`config.mk`:
```
export PLATFORM = sky130hd
export DESIGN_NAME = a1_sweep_ctrl
export DESIGN_NICKNAME = d
export VERILOG_FILES = /design/src/rtl/a1_sweep_pkg.sv /design/src/rtl/a1_settle_timer.sv /design/src/rtl/a1_sweep_ctrl.sv
export SDC_FILE = /design/constraint.sdc
export NUM_CORES = 1
export LEC_CHECK = 0
export BUFFER_PORTS_ARGS = -buffer_cell sky130_fd_sc_hd__buf_2
export CORE_MARGIN = 4
export CORE_UTILIZATION = 50
export DETAILED_ROUTE_END_ITERATION = 7
export PLACE_DENSITY = 0.84
export SLEW_MARGIN = 20
export SYNTH_ARGS = -nofsm -noshare
export SYNTH_HDL_FRONTEND = slang
export SYNTH_SLANG_ARGS = --single-unit
export TNS_END_PERCENT = 5
```
`constraint.sdc`:
```
create_clock -name clk -period 2.5 [get_ports clk]
set_clock_uncertainty 0.2 [all_clocks]
set_input_delay 0.375 -clock clk [delete_from_list [all_inputs] [get_ports clk]]
set_output_delay 0.375 -clock clk [all_outputs]
set_load 0.01 [all_outputs]
```
`src/rtl/a1_sweep_pkg.sv`:
```
// Shared types and constants for the A1 exhaustive sweep controller.
package a1_sweep_pkg;

  localparam int unsigned NUM_IN_DEF  = 3;
  localparam int unsigned NUM_VEC_DEF = 1 << NUM_IN_DEF;
  localparam int unsigned CNT_W       = 8;

  typedef enum logic [1:0] {
    IDLE   = 2'd0,
    SETTLE = 2'd1,
    SAMPLE = 2'd2,
    DONE   = 2'd3
  } state_t;

endpackage

```
`src/rtl/a1_settle_timer.sv`:
```
// Loadable down-counter that times how long a vector is held before f is sampled.
module a1_settle_timer
  import a1_sweep_pkg::*;
(
  input  logic             clk,
  input  logic             rst,
  input  logic             load,
  input  logic [CNT_W-1:0] load_val,
  input  logic             en,
  output logic             zero_c
);

  logic [CNT_W-1:0] cnt;

  // Load has priority; the count parks at zero rather than wrapping.
  always_ff @(posedge clk) begin
    if (rst) begin
      cnt <= '0;
    end else if (load) begin
      cnt <= load_val;
    end else if (en && (cnt != '0)) begin
      cnt <= cnt - CNT_W'(1);
    end
  end

  assign zero_c = (cnt == '0);

endmodule

```
`src/rtl/a1_sweep_ctrl.sv`:
```
// Drives every input vector into the A1 block, captures f and grades it against a golden table.
// Optional build macro: A1_SWEEP_STOP_ON_FAIL_EN ends the sweep at the first mismatching vector.
module a1_sweep_ctrl
  import a1_sweep_pkg::*;
#(
  parameter int unsigned NUM_IN        = NUM_IN_DEF,
  parameter int unsigned SETTLE_CYCLES = 2
) (
  input  logic                  clk,
  input  logic                  rst,
  input  logic                  start,
  input  logic [(1<<NUM_IN)-1:0] expected,
  output logic [NUM_IN-1:0]     vec_out,
  input  logic                  f_in,
  output logic                  busy,
  output logic                  done,
  output logic [(1<<NUM_IN)-1:0] table_out,
  output logic                  pass,
  output logic [NUM_IN:0]       mismatch_cnt,
  output logic [NUM_IN-1:0]     first_fail_idx
);

  localparam int unsigned NUM_VEC = 1 << NUM_IN;
  localparam int unsigned MM_W    = NUM_IN + 1;

  state_t state, state_nx;

  logic [NUM_VEC-1:0] exp_q;
  logic [NUM_VEC-1:0] exp_d;
  logic [NUM_IN-1:0]  vec_d;
  logic [NUM_VEC-1:0] table_d;
  logic [MM_W-1:0]    mm_d;
  logic [NUM_IN-1:0]  ff_d;
  logic               pass_d;
  logic               busy_d;
  logic               done_d;

  logic mismatch_c;
  logic last_c;
  logic tmr_load_c;
  logic tmr_zero_c;

  assign mismatch_c = (f_in != exp_q[vec_out]);
  assign last_c     = (vec_out == NUM_IN'(NUM_VEC - 1));

  a1_settle_timer u_timer (
    .clk      (clk),
    .rst      (rst),
    .load     (tmr_load_c),
    .load_val (CNT_W'(SETTLE_CYCLES - 1)),
    .en       (state == SETTLE),
    .zero_c   (tmr_zero_c)
  );

  always_ff @(posedge clk) begin
    if (rst) begin
      state <= IDLE;
    end else begin
      state <= state_nx;
    end
  end

  always_comb begin
    state_nx = state;
    case (state)
      IDLE:   if (start) state_nx = SETTLE;
      SETTLE: if (tmr_zero_c) state_nx = SAMPLE;
`ifdef A1_SWEEP_STOP_ON_FAIL_EN
      SAMPLE: state_nx = (last_c || mismatch_c) ? DONE : SETTLE;
`else
      SAMPLE: state_nx = last_c ? DONE : SETTLE;
`endif
      DONE:   state_nx = IDLE;
      default: state_nx = IDLE;
    endcase
  end

  // Next values of every registered output; results hold unless a sweep updates them.
  always_comb begin
    exp_d      = exp_q;
    vec_d      = vec_out;
    table_d    = table_out;
    mm_d       = mismatch_cnt;
    ff_d       = first_fail_idx;
    pass_d     = pass;
    done_d     = 1'b0;
    busy_d     = (state_nx != IDLE);
    tmr_load_c = 1'b0;
    case (state)
      IDLE: begin
        if (start) begin
          exp_d      = expected;
          vec_d      = '0;
          table_d    = '0;
          mm_d       = '0;
          ff_d       = '0;
          pass_d     = 1'b0;
          tmr_load_c = 1'b1;
        end
      end
      SAMPLE: begin
        table_d[vec_out] = f_in;
        if (mismatch_c) begin
          mm_d = mismatch_cnt + MM_W'(1);
          if (mismatch_cnt == '0) ff_d = vec_out;
        end
        if (state_nx == SETTLE) begin
          vec_d      = vec_out + NUM_IN'(1);
          tmr_load_c = 1'b1;
        end
        if (state_nx == DONE) begin
          done_d = 1'b1;
          pass_d = (mm_d == '0);
        end
      end
      DONE: vec_d = '0;
      default: ;
    endcase
  end

  always_ff @(posedge clk) begin
    if (rst) begin
      exp_q          <= '0;
      vec_out        <= '0;
      table_out      <= '0;
      mismatch_cnt   <= '0;
      first_fail_idx <= '0;
      pass           <= 1'b0;
      busy           <= 1'b0;
      done           <= 1'b0;
    end else begin
      exp_q          <= exp_d;
      vec_out        <= vec_d;
      table_out      <= table_d;
      mismatch_cnt   <= mm_d;
      first_fail_idx <= ff_d;
      pass           <= pass_d;
      busy           <= busy_d;
      done           <= done_d;
    end
  end

endmodule

```
# Yosys cells after proc, flatten, opt, wreduce, memory -nomap -nowiden
# Index checks and enable logic that the tools add are counted.
[totals] ff_bits=39 inputBits=12 output_inout_bits=21 word_cells=77
[classes] addsub=3 magnitude_cmp=2 n_eq_ne=12 mux=30 bitwise=1 reduce_logical=18
[op_table] operator="case mux 8 bit (2 select lines)" count=1
[op_table] operator="two-way mux 3 bit" count=4
[op_table] operator="two-way mux 4 bit" count=3
[op_table] operator="!= test 2 bit (second input constant)" count=5
[op_table] operator="two-way mux 1 bit" count=9
[op_table] operator="case mux 3 bit (3 select lines)" count=1
[op_table] operator="bitwise mux 8 bit" count=1
[op_table] operator="zero test 4 bit" count=2
[op_table] operator="zero test 8 bit" count=1
[op_table] operator="two-way mux 8 bit" count=1
[op_table] operator="case mux 2 bit (4 select lines)" count=1
[op_table] operator="case mux 4 bit (2 select lines)" count=1
[op_table] operator="nonzero test 8 bit" count=1
[op_table] operator="subtractor 8 x 1 -> 8 bit (second input constant)" count=1
[op_table] operator="equality test 2 bit (second input constant)" count=3
[op_table] operator="two-way mux 2 bit" count=3
[op_table] operator="case mux 3 bit (2 select lines)" count=1
[op_table] operator="AND reduction 3 bit" count=2
[op_table] operator="nonzero test 2 bit" count=3
[op_table] operator="adder 4 x 1 -> 4 bit (second input constant)" count=1
[op_table] operator="equality test 2 x 1 -> 1 bit (second input constant)" count=2
[op_table] operator="less-than comparator 3 x 4 -> 1 bit (second input constant)" count=1
[op_table] operator="case mux 1 bit (2 select lines)" count=2
[op_table] operator="AND reduction 2 bit" count=2
[op_table] operator="12 further kinds" count=14

# Depth between registers and ports, before layout
# Gate-level depths: netlist (run 1).
[depth] ltp_word=8 depth_mapped=9 mapped_depth_nobuf=8

# By module
# From an unflattened synthesis (run 1), not the netlist that was laid out.
[unflattened] cells_unflattened=261 hier_area_um2=2147.1
[by_module_without_submodules] mod="a1_sweep_ctrl" n_inst=1 cells_each=202 area_each_um2=1631.6 seq_area_each_um2=620.6
[by_module_without_submodules] mod="a1_settle_timer" n_inst=1 cells_each=59 area_each_um2=515.5 seq_area_each_um2=160.2

# Worst setup path before layout (run 1)
# Ideal clock, no wire load.
[synth_path] kind="register to register" start="register vec_out[1]" end="register mismatch_cnt[3]" setup_ns=0.070 t_arrival_ns=2.225 required_ns=2.230 slack_ns=0.005 path_stages_with_launch=8 path_buffers=1 synth_period_minus_slack_ns=2.495 cell_sequence="dfxtp_1 buf_6 mux2_1 mux4_2 o21ai_2 nand2_1 or4_1 a21oi_1"
[synth_between] elab_chain_len=6
[synth_rtl] item="from (decl)" line_no="a1_sweep_ctrl.sv:13" rtl="output logic [NUM_IN-1:0] vec_out,"
[synth_rtl] item="from (signal assigned)" line_no="a1_sweep_ctrl.sv:133" rtl="vec_out <= vec_d;"
[synth_rtl] item="binary-select mux 1 bit (select 3 bit)" line_no="a1_sweep_ctrl.sv:43" rtl="assign mismatch_c = (f_in != exp_q[vec_out]);"
[synth_rtl] item="two-way mux 1 bit (implied by the code)" line_no="a1_sweep_ctrl.sv:43"
[synth_rtl] item="!= test 1 bit" line_no="a1_sweep_ctrl.sv:43"
[synth_rtl] item="two-way mux 4 bit" line_no="a1_sweep_ctrl.sv:103" rtl="if (mismatch_c) begin"
[synth_rtl] item="two-way mux 4 bit" line_no="a1_sweep_ctrl.sv:89" rtl="case (state)"
[synth_rtl] item="case mux 4 bit (2 select lines)" line_no="a1_sweep_ctrl.sv:89"
[synth_rtl] item="to (signal assigned)" line_no="a1_sweep_ctrl.sv:135" rtl="mismatch_cnt <= mm_d;"
[synth_rtl] item="to (decl)" line_no="a1_sweep_ctrl.sv:19" rtl="output logic [NUM_IN:0] mismatch_cnt,"
# Every way passes these cells. The select of a mux whose other input is x is not followed.
# A chain may end at the register's enable or synchronous reset.

# Worst setup path in the final report (run 1)
# Ends and elaborated chain as after synthesis.

==> results of run 1 <==
-- metrics by stage --
stage                     power (W)  worst slack [ns]  hold slack (ns)
after detailed placement    0.00164            0.0476            0.245
after floorplan             0.00140           0.00482            0.232
final                       0.00202            0.0653            0.119
after CTS                   0.00203            0.0424            0.108
after global routing        0.00217           -0.0158            0.115
after global placement      0.00161             0.103            0.245
-- registers in the layout, summed over array words and instances, names as in the netlist --
register and flops:
exp_q 8, table_out 8, u_timer.cnt 8, mismatch_cnt 4, first_fail_idx 3, vec_out 3
state 2, busy 1, done 1, pass 1
-- metal layers --
metal / up-vias / track usage / wire length (um)
li1: 920 / - / -
met1: 856 / 0.246 / 1920
met2: 66 / 0.278 / 2080
met3: 9 / 0.0526 / 364
met4: 0 / 0.0856 / 93
met5: - / 0 / 0
-- logic make-up after synthesis --
kind of cell,count (synthesis),share of synthesized area
flip-flops,39,0.398
XOR/XNOR,7,0.0313
adder cells (fa/ha/maj),8,0.0511
AND/OR/NAND/NOR,94,0.232
buffers and inverters,23,0.0479
AO/OA/AOI/OAI,66,0.208
multiplexers,4,0.0306
-- cells in the mapped netlist (2+ instances only) --
master	number
inv_1	12
nand2_1	38
or2_2	2
a22oi_1	3
a22o_1	3
nand4_1	5
ha_1	8
nor4_1	3
o31ai_1	2
nand2b_1	2
xnor2_1	4
clkbuf_1	10
and3_1	2
a31oi_1	2
nor2b_1	3
and2_1	2
a21oi_1	25
nor3_1	6
xor2_1	3
dfxtp_1	39
nand3_1	3
o21ai_0	13
o21ai_1	3
nor2_1	19
a211oi_1	2
o21a_1	2
nor4b_1	2
-- worst max path at each step --
stage	depth (start not counted)	to	from	slack (ns)
finish	6	mismatch_cnt[3]	vec_out[1]	0.07
global route	6	mismatch_cnt[3]	vec_out[1]	-0.02
CTS	6	mismatch_cnt[3]	vec_out[1]	0.04
detailed placement	6	mismatch_cnt[3]	vec_out[1]	0.05
global placement	6	mismatch_cnt[3]	vec_out[1]	0.10
floorplan	7	mismatch_cnt[3]	vec_out[1]	0.005
-- power by group through the flow --
stage / Clock [W] / Sequential, W / Combinational (W)
after detailed placement: 0 / 0.000781 / 0.000854
after global routing: 0.000420 / 0.000782 / 0.000967
after floorplan: 0 / 0.000776 / 0.000623
after CTS: 0.000400 / 0.000768 / 0.000860
final: 0.000386 / 0.000769 / 0.000868
after global placement: 0 / 0.000780 / 0.000826
-- critical path, stage by stage, from the launching register on --
cell,delay (ns)
dfxtp_2,0.37
mux2_1,0.32
mux4_2,0.52
o21ai_2,0.18
nand2_1,0.12
or4_1,0.51
a21oi_1,0.14
-- final cells by class --
type,count,area (sq um),area share
clock buffer,6,72.6,0.0319
timing repair buffer,41,228,0.100
inverter,12,45.0,0.0198
multi-input combinational,179,1090,0.479
tap,48,60.1,0.0264
sequential,39,782,0.343
-- timing repair --
action,CTS,global route
gates resized for setup,1,1
endpoints found under the setup margin,1,4
buffers inserted,0,0
pin swaps,0,1
==> impl_metrics.py, run 1 <==
metrics = {
    "outcome": {
        "outcome": "finished clean",
    },
    "synthesis": {
        "synth_top_area_share": 0.398,
        "ys_ff_latch": 39,
        "yosysTopAreaCell": "dfxtp_1",
        "syn_area_per_cell_sq_um": 8.13,
        "synth.distinct_cells": 50,
        "yosysWarnings": 0,
        "synth_nets": 261,
        "synth_area_sq_um": 1960,
        "ys_seq_area_frac": 0.398,
        "syn_inst": 241,
        "synth.area.top_cells": "dfxtp_1 40%, nand2_1 7.3%, a21oi_1 6.4%",
        "synth_edf_count": 0,
        "synth_ff_type": "dfxtp_1",
        "async_flop_share": 0,
    },
    "route": {
        "postRouteWirelength_um": 4460,
        "drt-initial-drc-count": 200,
        "drcViolationCount": 0,
        "drtPass1Iterations": 4,
        "ant_nets": 0,
        "wl_per_cell_um": 13.7,
        "via_per_inst": 5.70,
        "route.vias.total": 1851,
    },
    "die": {
        "die_y_um": 70.6,
        "core_region_area_sq_um": 3720,
        "die_w_um": 70.6,
        "pin_count": 33,
        "start_util": 0.527,
        "num_rows": 22,
        "die_area_sq_um": 4980,
    },
    "grt": {
        "grt_use_total": 0.185,
        "antenna_found_initial": 0,
        "grt_pass1_wl_um": 7420,
        "grt_max_degree": 29,
        "grt-ovfl-total": 0,
        "grt_pass1_vias": 1617,
    },
    "worst_setup_path": {
        "path_max_fanout": 4,
        "cp_data_arrival_time_ns": 2.45,
        "r2r_cells": 6,
        "required_ns": 2.52,
        "worstSetupEndpointType": "flip-flop",
        "worst-r2r-setup-slack_ns": 0.07,
        "startpoint_type": "flip-flop",
        "reg2reg_from": "vec_out[1]",
        "r2r-end": "mismatch_cnt[3]",
        "crit_type": "reg2reg",
    },
    "clock_tree": {
        "cts-buffers-inserted": 5,
        "clock_sinks": 39,
        "cts_root_buf": "clkbuf_8",
        "cts_hold_buf": 0,
        "clockBufferDepth": 2,
        "cts.clk_slew.worst_paths_ns": 0.07,
        "h-tree-depth": 2,
        "cts_tree": "yes",
        "clk-insertion-delay-late_ns": 0.29,
    },
    "sta": {
        "clock.fmax_mhz": 411,
        "setup_viol": 0,
        "post-route-period-util": 0.974,
        "rsz0062_at_grt": "true",
        "finalSetupTns_ns": 0,
        "finalHoldViolCount": 0,
        "tightest_slew_ns": 0.621,
        "slew_violations": 0,
        "maxSlewHeadroom": 0.580,
        "period_needed_ns": 2.43,
    },
    "placed_design": {
        "dp_hpwl_um": 3260,
        "placed_area_sq_um": 2200,
        "port_buffers": 32,
        "place.gp.congestion": 0.887,
        "placed_cells": 319,
    },
    "power": {
        "total_leakage_power_nw": 0.957,
        "p_clk_frac": 0.191,
        "pwr-share-comb": 0.429,
        "p_sw_frac": 0.389,
        "powerDensity_nw_per_um2": 888,
        "share_seq_of_total_power": 0.380,
        "intPower_w": 0.00124,
        "switchingPower_w": 0.000787,
        "max-vdd-ir-drop_v": 0.000362,
    },
    "finish": {
        "areaGrowthSynthToFinish_pct": 16.2,
        "finish.utilization": 0.613,
        "n_antenna_cell": 0,
        "fill_cells": 337,
        "drive_above_1_share": 0.206,
        "final_area_sq_um": 2280,
        "most-common-layout-cells": "38 x nand2_1, 38 x dfxtp_1, 32 x buf_2",
        "nets": 298,
        "fin_cells": 325,
    },
    "hold_path": {
        "hold_end": "exp_q[5]",
        "hp-class": "in2reg",
        "hold_depth": 3,
        "min_from": "expected[5]",
    },
    "job": {
        "maxCapViolCount": 0,
    },
}
No activity file was read; power rests on OpenSTA's default activity.
==> run 2, diff against run 1 <==
==> constraint.sdc (replaced) <==
create_clock -name clk -period 2.5 [get_ports clk]
set_clock_uncertainty 0.2 [all_clocks]
set_input_delay 0 -clock clk [delete_from_list [all_inputs] [get_ports clk]]
set_output_delay 0 -clock clk [all_outputs]
set_load 0.01 [all_outputs]
==> run 2 against run 1 <==
Via count rose by 3.5%. Worst setup slack improved by 0.0011 ns. Wire length rose by 5.6%. Worst hold slack improved by 0.16 ns. Count of clock-buffer cells in the layout did not move. Sequential power barely moved. Die area did not move. Sequential share of layout area fell by 2.5 points. Cell count rose by 5.5%.
==> impl_metrics.py, run 2 (synthesized netlist as in run 1, its figures left out) <==
metrics = {
    "outcome": {
        "outcome": "finished clean",
    },
    "finish": {
        "drive_above_1_share": 0.193,
        "seq_area_sq_um": 782,
        "multiInputGateArea_sq_um": 1090,
        "fill_cells": 320,
        "n_antenna_cell": 0,
        "fin_cells": 343,
        "nets": 316,
        "areaGrowthSynthToFinish_pct": 25.4,
        "reg.largest.list": "exp_q (8), table_out (8), u_timer.cnt (8)",
        "most-common-layout-cells": "38 x nand2_1, 38 x dfxtp_1, 32 x buf_2",
    },
    "sta": {
        "post-route-period-util": 0.973,
        "maxSlewHeadroom": 0.584,
        "rsz0062_at_grt": "true",
        "finalHoldViolCount": 0,
        "slew_violations": 0,
        "setup_viol": 0,
        "clock.fmax_mhz": 411,
        "tightest_slew_ns": 0.615,
        "period_needed_ns": 2.43,
    },
    "grt": {
        "gr-usage-met3": 0.0511,
        "grt_max_degree": 29,
        "grt-ovfl-total": 0,
        "grt_use_total": 0.197,
        "antenna_found_initial": 0,
        "use_met2": 0.305,
        "grt_pass1_wl_um": 7940,
        "top_usage_layer": "met2",
        "met1_usage": 0.259,
        "grt_pass1_vias": 1746,
    },
    "route": {
        "via_per_inst": 5.59,
        "ant_nets": 0,
        "postRouteWirelength_um": 4710,
        "route.vias.total": 1916,
        "drt-initial-drc-count": 212,
        "drcViolationCount": 0,
        "drtPass1Iterations": 4,
        "wl_per_cell_um": 13.7,
    },
    "die": {
        "die_w_um": 70.6,
        "core_region_area_sq_um": 3720,
        "start_util": 0.527,
        "num_rows": 22,
        "die_y_um": 70.6,
        "die_area_sq_um": 4980,
        "pin_count": 33,
    },
    "power": {
        "powerDensity_nw_per_um2": 842,
        "max-vdd-ir-drop_v": 0.000498,
        "total_leakage_power_nw": 1.05,
        "power_w": 0.00207,
    },
    "clock_tree": {
        "post_cts_buffers": 0,
        "clock_sinks": 39,
        "h-tree-depth": 2,
        "clk-insertion-delay-late_ns": 0.29,
        "cts.clk_slew.worst_paths_ns": 0.07,
        "cts-buffers-inserted": 5,
        "cts_tree": "yes",
        "clockBufferDepth": 2,
        "cts_root_buf": "clkbuf_8",
    },
    "job": {
        "maxCapViolCount": 0,
    },
    "worst_setup_path": {
        "path_max_fanout": 4,
        "worstSetupEndpointType": "flip-flop",
        "startpoint_type": "flip-flop",
        "cp_data_arrival_time_ns": 2.45,
        "crit_type": "reg2reg",
        "required_ns": 2.52,
    },
    "placed_design": {
        "port_buffers": 32,
        "placed_cells": 319,
        "dp_hpwl_um": 3260,
        "place.gp.congestion": 0.887,
    },
    "hold_path": {
        "hp-class": "reg2reg",
    },
}
run 2: changes by cell type in the layout (fill, tap and decap cells not counted):
cell / change
dlygate4sd3_1: +18
run 2: routing by layer:
layer | vias up | share of wire
met2 | 51 | 0.47
met5 | - | 0
met4 | 0 | 0.026
li1 | 958 | -
met3 | 13 | 0.052
met1 | 894 | 0.46
run 2: area by class of cell:
type / count / share of cell area
multi-input combinational: 179 / 0.443
tap: 48 / 0.0244
inverter: 12 / 0.0183
sequential: 39 / 0.318
timing repair buffer: 59 / 0.166
clock buffer: 6 / 0.0295
run 2: metrics by stage:
step / setup TNS (ns) / hold slack (ns) / utilization / setup WS, ns / instance area [sq um]
6_report: 0 / 0.275 / 0.661 / 0.0664 / 2460
5_1_grt: -0.0278 / 0.299 / 0.661 / -0.0161 / 2460
3_3_place_gp: 0 / 0.0457 / 0.592 / 0.103 / 2200
2_1_floorplan: 0 / -0.0640 / - / 0.00482 / 1960
4_1_cts: 0 / 0.276 / 0.660 / 0.0424 / 2450
3_5_place_dp: 0 / 0.0467 / 0.592 / 0.0476 / 2200
run 2: path summary, 6_finish.rpt:
path              cells after the start         endpoint         start  slack [ns]
setup / recovery                      6  mismatch_cnt[3]    vec_out[1]        0.07
hold / removal                        2     table_out[0]  table_out[0]        0.28
setup reg to reg                      6  mismatch_cnt[3]    vec_out[1]        0.07
hold reg to reg                       2     table_out[0]  table_out[0]        0.28
run 2: where the power goes:
group / internal [W] / switching (W)
Combinational: 0.000378 / 0.000535
Clock: 0.000186 / 0.000202
Sequential: 0.000707 / 0.0000610
run 2: timing repair:
| action | 4_1_cts | 5_1_grt |
|---|---|---|
| hold endpoints to repair | 23 | 0 |
| endpoints found under the setup margin | 1 | 4 |
| hold buffers | 18 | 0 |
| gates resized for setup | 1 | 1 |
| pin swaps | 0 | 1 |
run 2: critical path, cell delays in order, from the launching register on:
cell and delay, ns:
dfxtp_2 0.37, mux2_1 0.32, mux4_2 0.52, o21ai_2 0.18, nand2_1 0.12, or4_1 0.51, a21oi_1 0.14
